File: config.mk
export PLATFORM = sky130hd
export DESIGN_NAME = pipe_drain_fifo
export DESIGN_NICKNAME = d
export VERILOG_FILES = /design/src/rtl/pipe_drain_fifo_pkg.sv /design/src/rtl/drain_fifo_ram.sv /design/src/rtl/pipe_drain_fifo.sv
export SDC_FILE = /design/constraint.sdc
export NUM_CORES = 1
export LEC_CHECK = 0
export CORE_UTILIZATION = 58
export CTS_CLUSTER_SIZE = 10
export DETAILED_ROUTE_END_ITERATION = 10
export GPL_TIMING_DRIVEN = 0
export PLACE_DENSITY = 0.84
export SKIP_CTS_REPAIR_TIMING = 1
export SYNTH_ARGS = -nofsm -noshare
export SYNTH_HDL_FRONTEND = slang
export SYNTH_SLANG_ARGS = --single-unit
File: constraint.sdc
create_clock -name i_clk -period 5.5 [get_ports i_clk]
set_input_delay 1.375 -clock i_clk [delete_from_list [all_inputs] [get_ports i_clk]]
set_output_delay 1.375 -clock i_clk [all_outputs]
set_load 0.005 [all_outputs]
File: src/rtl/pipe_drain_fifo_pkg.sv
`default_nettype none
// ============================================================================
//  Module      : pipe_drain_fifo_pkg
//  Description : Shared helpers for the pipe drain FIFO slice. Provides the
//                ceiling-log2 constant function used to size counters and
//                pointers.
//  Revision    : 1.0 - initial release
// ============================================================================
package pipe_drain_fifo_pkg;

    // Smallest n such that 2**n >= value; used for parameter-derived widths.
    function automatic int clog2(input int value);
        int result;
        result = 0;
        while ((1 << result) < value) begin
            result = result + 1;
        end
        return result;
    endfunction

endpackage : pipe_drain_fifo_pkg
`default_nettype wire

File: src/rtl/drain_fifo_ram.sv
`default_nettype none
// ============================================================================
//  Module      : drain_fifo_ram
//  Description : DEPTH x WIDTH storage for the drain FIFO. One synchronous
//                write port, asynchronous (show-ahead) read port. Storage is
//                intentionally not reset; validity is tracked by the control.
//  Revision    : 1.0 - initial release
// ============================================================================
module drain_fifo_ram
    import pipe_drain_fifo_pkg::*;
#(
    parameter int WIDTH = 32,
    parameter int DEPTH = 4
) (
    input  logic                      i_clk,
    input  logic                      i_wr_en,
    input  logic [clog2(DEPTH)-1:0]   i_wr_addr,
    input  logic [WIDTH-1:0]          i_wr_data,
    input  logic [clog2(DEPTH)-1:0]   i_rd_addr,
    output logic [WIDTH-1:0]          o_rd_data
);

    logic [WIDTH-1:0] r_mem [DEPTH];

    // Write the tail entry when the control accepts an item from the pipe.
    always_ff @(posedge i_clk) begin
        if (i_wr_en) begin
            r_mem[i_wr_addr] <= i_wr_data;
        end
    end

    assign o_rd_data = r_mem[i_rd_addr];

endmodule : drain_fifo_ram
`default_nettype wire

File: src/rtl/pipe_drain_fifo.sv
`default_nettype none
// ============================================================================
//  Module      : pipe_drain_fifo
//  Description : Drains an enable-gated delay line into a small show-ahead
//                FIFO. The delay-line enable is derived from the registered
//                FIFO count only, so a full FIFO freezes the whole pipe and
//                nothing in flight is lost. Tracks in-flight items and flags
//                any disagreement between that count and the pipe valid bit.
//  Revision    : 1.0 - initial release
// ============================================================================
module pipe_drain_fifo
    import pipe_drain_fifo_pkg::*;
#(
    parameter int WIDTH   = 32,
    parameter int LATENCY = 5,
    parameter int DEPTH   = 4
) (
    input  logic                          i_clk,
    input  logic                          i_reset,
    input  logic                          i_in_valid,
    output logic                          o_in_ready,
    output logic                          o_pipe_enable,
    input  logic [WIDTH-1:0]              i_pipe_data,
    input  logic                          i_pipe_valid,
    output logic [WIDTH-1:0]              o_out_data,
    output logic                          o_out_valid,
    input  logic                          i_out_ready,
    output logic [clog2(LATENCY+1)-1:0]   o_inflight,
    output logic                          o_idle,
    output logic                          o_err
);

    localparam int c_cnt_w = clog2(DEPTH + 1);
    localparam int c_ptr_w = clog2(DEPTH);
    localparam int c_inf_w = clog2(LATENCY + 1);

    localparam logic [c_cnt_w-1:0] c_depth = c_cnt_w'(DEPTH);
    localparam logic [c_inf_w-1:0] c_lat   = c_inf_w'(LATENCY);

    logic [c_cnt_w-1:0] r_count;
    logic [c_ptr_w-1:0] r_wr_ptr;
    logic [c_ptr_w-1:0] r_rd_ptr;
    logic [c_inf_w-1:0] r_inflight;
    logic               r_err;

    logic               w_enable;
    logic               w_not_empty;
    logic               w_push;
    logic               w_pop;
    logic               w_inc;
    logic               w_dec;
    logic [WIDTH-1:0]   w_rd_data;

    // Enable depends on registered count only: a full FIFO stalls the pipe
    // for one cycle even if the head is popped in that same cycle.
    assign w_enable    = (r_count < c_depth);
    assign w_not_empty = (r_count != '0);
    assign w_push      = w_enable & i_pipe_valid;
    assign w_pop       = w_not_empty & i_out_ready;
    assign w_inc       = w_enable & i_in_valid;
    assign w_dec       = w_enable & i_pipe_valid;

    drain_fifo_ram #(
        .WIDTH (WIDTH),
        .DEPTH (DEPTH)
    ) u_ram (
        .i_clk     (i_clk),
        .i_wr_en   (w_push),
        .i_wr_addr (r_wr_ptr),
        .i_wr_data (i_pipe_data),
        .i_rd_addr (r_rd_ptr),
        .o_rd_data (w_rd_data)
    );

    // FIFO occupancy and pointers; pointers wrap naturally at DEPTH (2**n).
    always_ff @(posedge i_clk) begin
        if (i_reset) begin
            r_count  <= '0;
            r_wr_ptr <= '0;
            r_rd_ptr <= '0;
        end else begin
            if (w_push) begin
                r_wr_ptr <= r_wr_ptr + 1'b1;
            end
            if (w_pop) begin
                r_rd_ptr <= r_rd_ptr + 1'b1;
            end
            case ({w_push, w_pop})
                2'b10:   r_count <= r_count + 1'b1;
                2'b01:   r_count <= r_count - 1'b1;
                default: r_count <= r_count;
            endcase
        end
    end

    // In-flight tracking with saturation; any net move past either bound
    // means the pipe valid bit disagrees with what was sent, so flag it.
    always_ff @(posedge i_clk) begin
        if (i_reset) begin
            r_inflight <= '0;
            r_err      <= 1'b0;
        end else begin
            if (w_inc && !w_dec) begin
                if (r_inflight == c_lat) begin
                    r_err <= 1'b1;
                end else begin
                    r_inflight <= r_inflight + 1'b1;
                end
            end else if (w_dec && !w_inc) begin
                if (r_inflight == '0) begin
                    r_err <= 1'b1;
                end else begin
                    r_inflight <= r_inflight - 1'b1;
                end
            end
        end
    end

    assign o_pipe_enable = w_enable;
    assign o_in_ready    = w_enable;
    assign o_out_valid   = w_not_empty;
    assign o_out_data    = w_not_empty ? w_rd_data : '0;
    assign o_inflight    = r_inflight;
    assign o_idle        = (r_inflight == '0) && !w_not_empty;
    assign o_err         = r_err;

endmodule : pipe_drain_fifo
`default_nettype wire

# --- Word-level counts from Yosys, hierarchy flattened ---
# Memories as Yosys holds them, arrays and structs flattened. A register that Yosys moved wholly into a read port is not among the register bits.
# Index checks and enable logic that the tools add are counted.
totals:
  register_bits: 11
  latch_bits: 0
  mem_bits_rw: 128
  rom_bits: 0
  in_bits: 37
  mem_count: 1
memory_table:
  columns: ["memory", "depth", "width", "read_ports", "rd_ports_with_merged_regs", "wr", "line", "text"]
  rows:
  - ["u_ram.r_mem", 4, 32, 1, 1, 1, "drain_fifo_ram.sv:23", "logic [WIDTH-1:0] r_mem [DEPTH];"]
op_classes:
  add_sub_neg: 6
  n_mul: 0
  div_mod_pow: 0
  order_cmp: 1
  n_eq_ne: 6
  shift: 0
  n_mux: 14
  n_bitwise: 3
  n_reduce_logical: 13
ops:
  columns: ["operator", "count"]
  rows:
  - ["32-bit 2-to-1 mux", 1]
  - ["3-bit 2-to-1 mux", 4]
  - ["3-bit by 1-bit adder with 3-bit output (second input constant)", 2]
  - ["1-bit 2-to-1 mux", 6]
  - ["3-bit case mux with 2 select lines", 1]
  - ["3-bit AND reduction", 2]
  - ["2-bit nonzero test", 3]
  - ["3-bit by 1-bit subtractor with 3-bit output (second input constant)", 2]
  - ["2-bit by 1-bit adder with 2-bit output (second input constant)", 2]
  - ["2-bit 2-to-1 mux", 2]
  - ["2-bit != test (second input constant)", 2]
  - ["1-bit bitwise AND", 3]
  - ["3-bit == test (second input constant)", 1]
  - ["1-bit logical AND", 3]
  - ["1-bit zero test", 3]
  - ["3-bit zero test", 1]
  - ["3-bit less-than comparator (second input constant)", 1]
  - ["3-bit nonzero test", 1]
  - ["2-bit by 1-bit == test with 1-bit output (second input constant)", 1]
  - ["2-bit == test (second input constant)", 1]
  - ["2-bit by 1-bit != test with 1-bit output (second input constant)", 1]

# --- Longest topological paths before layout ---
logic_depth:
  ltp_word: 6
  depth_mapped: 10

# --- Cells and area by module ---
# Synthesis repeated with hierarchy kept, for this count alone.
hier_totals:
  hier_cells: 279
  area_unflattened_um2: 5546.6
by_module_without_submodules:
  columns: ["module", "instances", "cells_each", "area_each_um2"]
  rows:
  - ["drain_fifo_ram", 1, 171, 4689.5]
  - ["pipe_drain_fifo", 1, 108, 857.1]

# --- Least setup slack after synthesis ---
# OpenSTA, ideal clock, no wires.
synth_path:
  path_type: "input port to flip-flop"
  startpoint: "input port i_pipe_valid"
  endpoint: "register r_inflight[2] (netlist: o_inflight[2])"
  arrival_time_ns: 3.022
  setup_slack_ns: 2.393
  path_stages: 10
  path_buffers: 2
  path_cell_list: "nor2b_1 -> clkbuf_1 -> inv_1 -> ha_1 -> clkbuf_1 -> inv_1 -> fa_1 -> xnor2_1 -> a21oi_1 -> a211oi_1"
synth_via:
  elab_chain_len: 5
synth_rtl:
  columns: ["item", "line", "text"]
  rows:
  - ["start: declaration", "pipe_drain_fifo.sv:24", "input logic i_pipe_valid,"]
  - ["1-bit bitwise AND *", "pipe_drain_fifo.sv:61", "assign w_dec = w_enable & i_pipe_valid;"]
  - ["1-bit zero test", "pipe_drain_fifo.sv:103", "if (w_inc && !w_dec) begin"]
  - ["1-bit logical AND", "pipe_drain_fifo.sv:103", null]
  - ["2-bit != test (no source line) or 2-bit nonzero test (tied branches)", null, null]
  - ["3-bit AND reduction (no source line)", null, null]
  - ["end signal: assignment", "pipe_drain_fifo.sv:107", "r_inflight <= r_inflight + 1'b1;"]
  - ["end signal: assignment", "pipe_drain_fifo.sv:113", "r_inflight <= r_inflight - 1'b1;"]
  - ["end: declaration", "pipe_drain_fifo.sv:43", "logic [c_inf_w-1:0] r_inflight;"]
# Mark *: on every way between the ends. The rest lies on a longest branch, timed or not.
# A chain may end at the register's enable or synchronous reset.

# --- Worst setup path in the final report ---
layout_path:
  startpoint: "register r_count[2]"
  endpoint: "output port o_out_data[22]"
layout_via:
  elab_chain_len: 2
layout_rtl:
  columns: ["item", "line", "text"]
  rows:
  - ["start: declaration", "pipe_drain_fifo.sv:40", "logic [c_cnt_w-1:0] r_count;"]
  - ["start signal: assignment", "pipe_drain_fifo.sv:89", "2'b10: r_count <= r_count + 1'b1;"]
  - ["start signal: assignment", "pipe_drain_fifo.sv:90", "2'b01: r_count <= r_count - 1'b1;"]
  - ["start signal: assignment", "pipe_drain_fifo.sv:91", "default: r_count <= r_count;"]
  - ["3-bit nonzero test", "pipe_drain_fifo.sv:57", "assign w_not_empty = (r_count != '0);"]
  - ["32-bit 2-to-1 mux", "pipe_drain_fifo.sv:122", "assign o_out_data = w_not_empty ? w_rd_data : '0;"]
  - ["end: declaration", "pipe_drain_fifo.sv:25", "output logic [WIDTH-1:0] o_out_data,"]
# No other way between the ends.

==> results.yml <==
synthesis:
  number_of_register_bits_inferred_by_synthesis: 141
  post_synth_inst_count: 289
  postSynthAreaPerCell_sq_um: 19.4
  share_of_the_yosys_chip_area_belonging_to_registers: 0.731
  postSynth.asyncResetShare: 0
  post_synthesis_instance_area_sq_um: 5620
  synth_edf_count: 128
  synthesis.nets: 334
  synth_warnings: 0
  ys_dominant_reg_cell: "sky130_fd_sc_hd__edfxtp_1"
  yosysUniqueCellTypes: 33
timing:
  setup_viol: 0
  final_critical_path_setup_slack_ns: 1.59
  finalMaxSlewViolations: 0
  rsz0062_at_grt: "false"
  worstMarginPinSlew_ns: 0.880
  max_slew_margin: 0.413
  fin_crit_sh: 0.712
  final_hold_viol_count: 0
  setup_tns_ns: 0
  timing.clock.skew_ns: 0.00665
  min_period_ns: 3.91
  fmax_mhz: 255
global_routing:
  global_route.usage.total: 0.234
  total_congestion_overflow_after_global_routing: 0
  largest_net_degree_at_the_start_of_global_routing: 33
  antenna_found_initial: 0
  grt_pass1_vias: 3068
  grt_pass1_wl_um: 16500
setup_path:
  timing.critical_path.from_type: "register"
  end_kind: "primary output"
  worstPathMaxFanout: 10
  worst-endpoint-required_ns: 4.12
  cp_data_arrival_time_ns: 2.54
  worstSetupPathType: "register to primary output"
die:
  rows: 35
  floorplan.die_area_sq_um: 10100
  chipWidth_um: 100
  pin_count: 77
  start_util: 0.602
  die_height_um: 100
  core-area_sq_um: 9330
cells_and_area:
  fill_cells: 512
  multiInputGateArea_sq_um: 1360
  flow.area_growth_from_synthesis_pct: 27.8
  final_layout_size_suffix_gt1_frac: 0.181
  layout.cells.most_common: "sky130_fd_sc_hd__edfxtp_1"
  post_route_core_utilization: 0.770
  final_cell_mix: "sky130_fd_sc_hd__edfxtp_1, sky130_fd_sc_hd__clkdlybuf4s50_1, sky130_fd_sc_hd__and2_1"
  ff_latch_area_sq_um: 4100
  antenna_cells_inserted: 0
  fin_nets: 429
route:
  vias: 2984
  vias_per_cell: 5.67
  drt_first_pass_iters: 5
  finalWirelength_um: 10600
  detail_route.iter0.violations: 195
  detail_route.drc_violations: 0
  wl_per_cell_um: 20.1
  antenna_left: 0
clocking:
  cts_tree: "done"
  clk_path_buf_depth: 2
  total_number_of_h_tree_levels: 4
  root_buffer_cell: "sky130_fd_sc_hd__clkbuf_8"
  clk_pin_slew_ns: 0.06
  worst_skew_pair_latency_ns: 0.53
  cts_inserted_buffers: 17
  cts_sinks: 141
run:
  maxCapViolations: 0
power:
  cellLeakagePower_nw: 2.40
  p_total_mw: 3.84
  power_density_nw_per_um2: 535
  irDropWorstVdd_mv: 0.286
placed_design:
  routability_congestion_estimate_from_global_placement: 0.672
  pre_cts_ws_ns: 1.63
  port_buffers: 76
  post-dp-hpwl_um: 5910
outcome:
  status: "complete, no violations"
worst_hold_path:
  hold_path_class: "register to register"
-- per-stage QoR --
step,area [sq um],hold slack [ns],instances
2_1_floorplan,5620,0.480,289
3_3_place_gp,6540,0.475,494
3_5_place_dp,6540,0.487,494
4_1_cts,7180,0.510,526
5_1_grt,7180,0.533,526
6_report,7180,0.499,526
-- cell usage after synthesis, types with 3 or more instances --
cell | n | area [sq um]
sky130_fd_sc_hd__o21ai_0 | 3 | 15.0
sky130_fd_sc_hd__nand3_1 | 3 | 15.0
sky130_fd_sc_hd__edfxtp_1 | 128 | 3840
sky130_fd_sc_hd__ha_1 | 6 | 75.1
sky130_fd_sc_hd__nor2_1 | 11 | 41.3
sky130_fd_sc_hd__inv_1 | 10 | 37.5
sky130_fd_sc_hd__or3_1 | 3 | 18.8
sky130_fd_sc_hd__clkbuf_1 | 7 | 26.3
sky130_fd_sc_hd__mux4_2 | 30 | 676
sky130_fd_sc_hd__buf_2 | 3 | 15.0
sky130_fd_sc_hd__and2_1 | 37 | 231
sky130_fd_sc_hd__xor2_1 | 4 | 35.0
sky130_fd_sc_hd__buf_12 | 3 | 60.1
sky130_fd_sc_hd__dfxtp_1 | 13 | 260
sky130_fd_sc_hd__a21oi_1 | 5 | 25.0
-- critical path: stages (launching register included) --
cell,delay [ns]
sky130_fd_sc_hd__dfxtp_1,0.44
sky130_fd_sc_hd__inv_1,0.11
sky130_fd_sc_hd__nand3_1,0.27
sky130_fd_sc_hd__clkbuf_1,0.41
sky130_fd_sc_hd__and2_1,0.23
sky130_fd_sc_hd__clkdlybuf4s50_1,0.56
-- logic make-up (layout without fill, tap and decap cells) --
logic type | after synthesis | after routing | share of synthesized area
and+or+nand+nor | 61 | 61 | 0.0626
muxes | 34 | 34 | 0.133
DFF | 141 | 141 | 0.731
xor gates and xnor gates | 6 | 6 | 0.00936
adders and majority gates | 8 | 8 | 0.0205
buffers and inverters | 25 | 133 | 0.0281
AOI/OAI and AO/OA | 14 | 14 | 0.0154
-- final timing paths --
check | start | slack (ns) | end | cells past startpoint
worst max-delay path | r_count[2]$_SDFFE_PP0P_ | 1.59 | o_out_data[22] | 5
worst min-delay path | o_err$_SDFFE_PP0P_ | 0.50 | o_err$_SDFFE_PP0P_ | 1
worst max register to register | r_count[2]$_SDFFE_PP0P_ | 3.05 | o_inflight[2]$_SDFFE_PP0P_ | 10
worst min register to register | o_err$_SDFFE_PP0P_ | 0.50 | o_err$_SDFFE_PP0P_ | 1
-- state kept, by name, summed over array words and instances (netlist names), named ones only --
signal and cells:
o_inflight 3, r_wr_ptr 2, o_err 1, r_count 3, u_ram.r_mem 128, r_rd_ptr 2
-- area by class of cell --
cell class / instances / share of cell area
Timing Repair Buffer: 76 / 0.106
Multi-Input combinational cell: 123 / 0.189
Clock buffer: 18 / 0.0582
Tap cell: 129 / 0.0225
Inverter: 10 / 0.00523
Buffer: 15 / 0.0167
Sequential cell: 141 / 0.572
Clock inverter: 14 / 0.0303
-- metal layers --
layer  wire (um)  track usage
met5           0            0
met3         624       0.0634
met1        4440        0.319
met4         204       0.0836
met2        5310        0.369
-- report_power, final --
| group | internal [mW] | switching, mW | total (mW) |
|---|---|---|---|
| clock | 0.783 | 0.431 | 1.21 |
| sequential | 1.33 | 0.0654 | 1.39 |
| combinational | 0.707 | 0.522 | 1.23 |
| total | 2.82 | 1.02 | 3.84 |
Note: power is estimated with default switching activity, not from simulation.
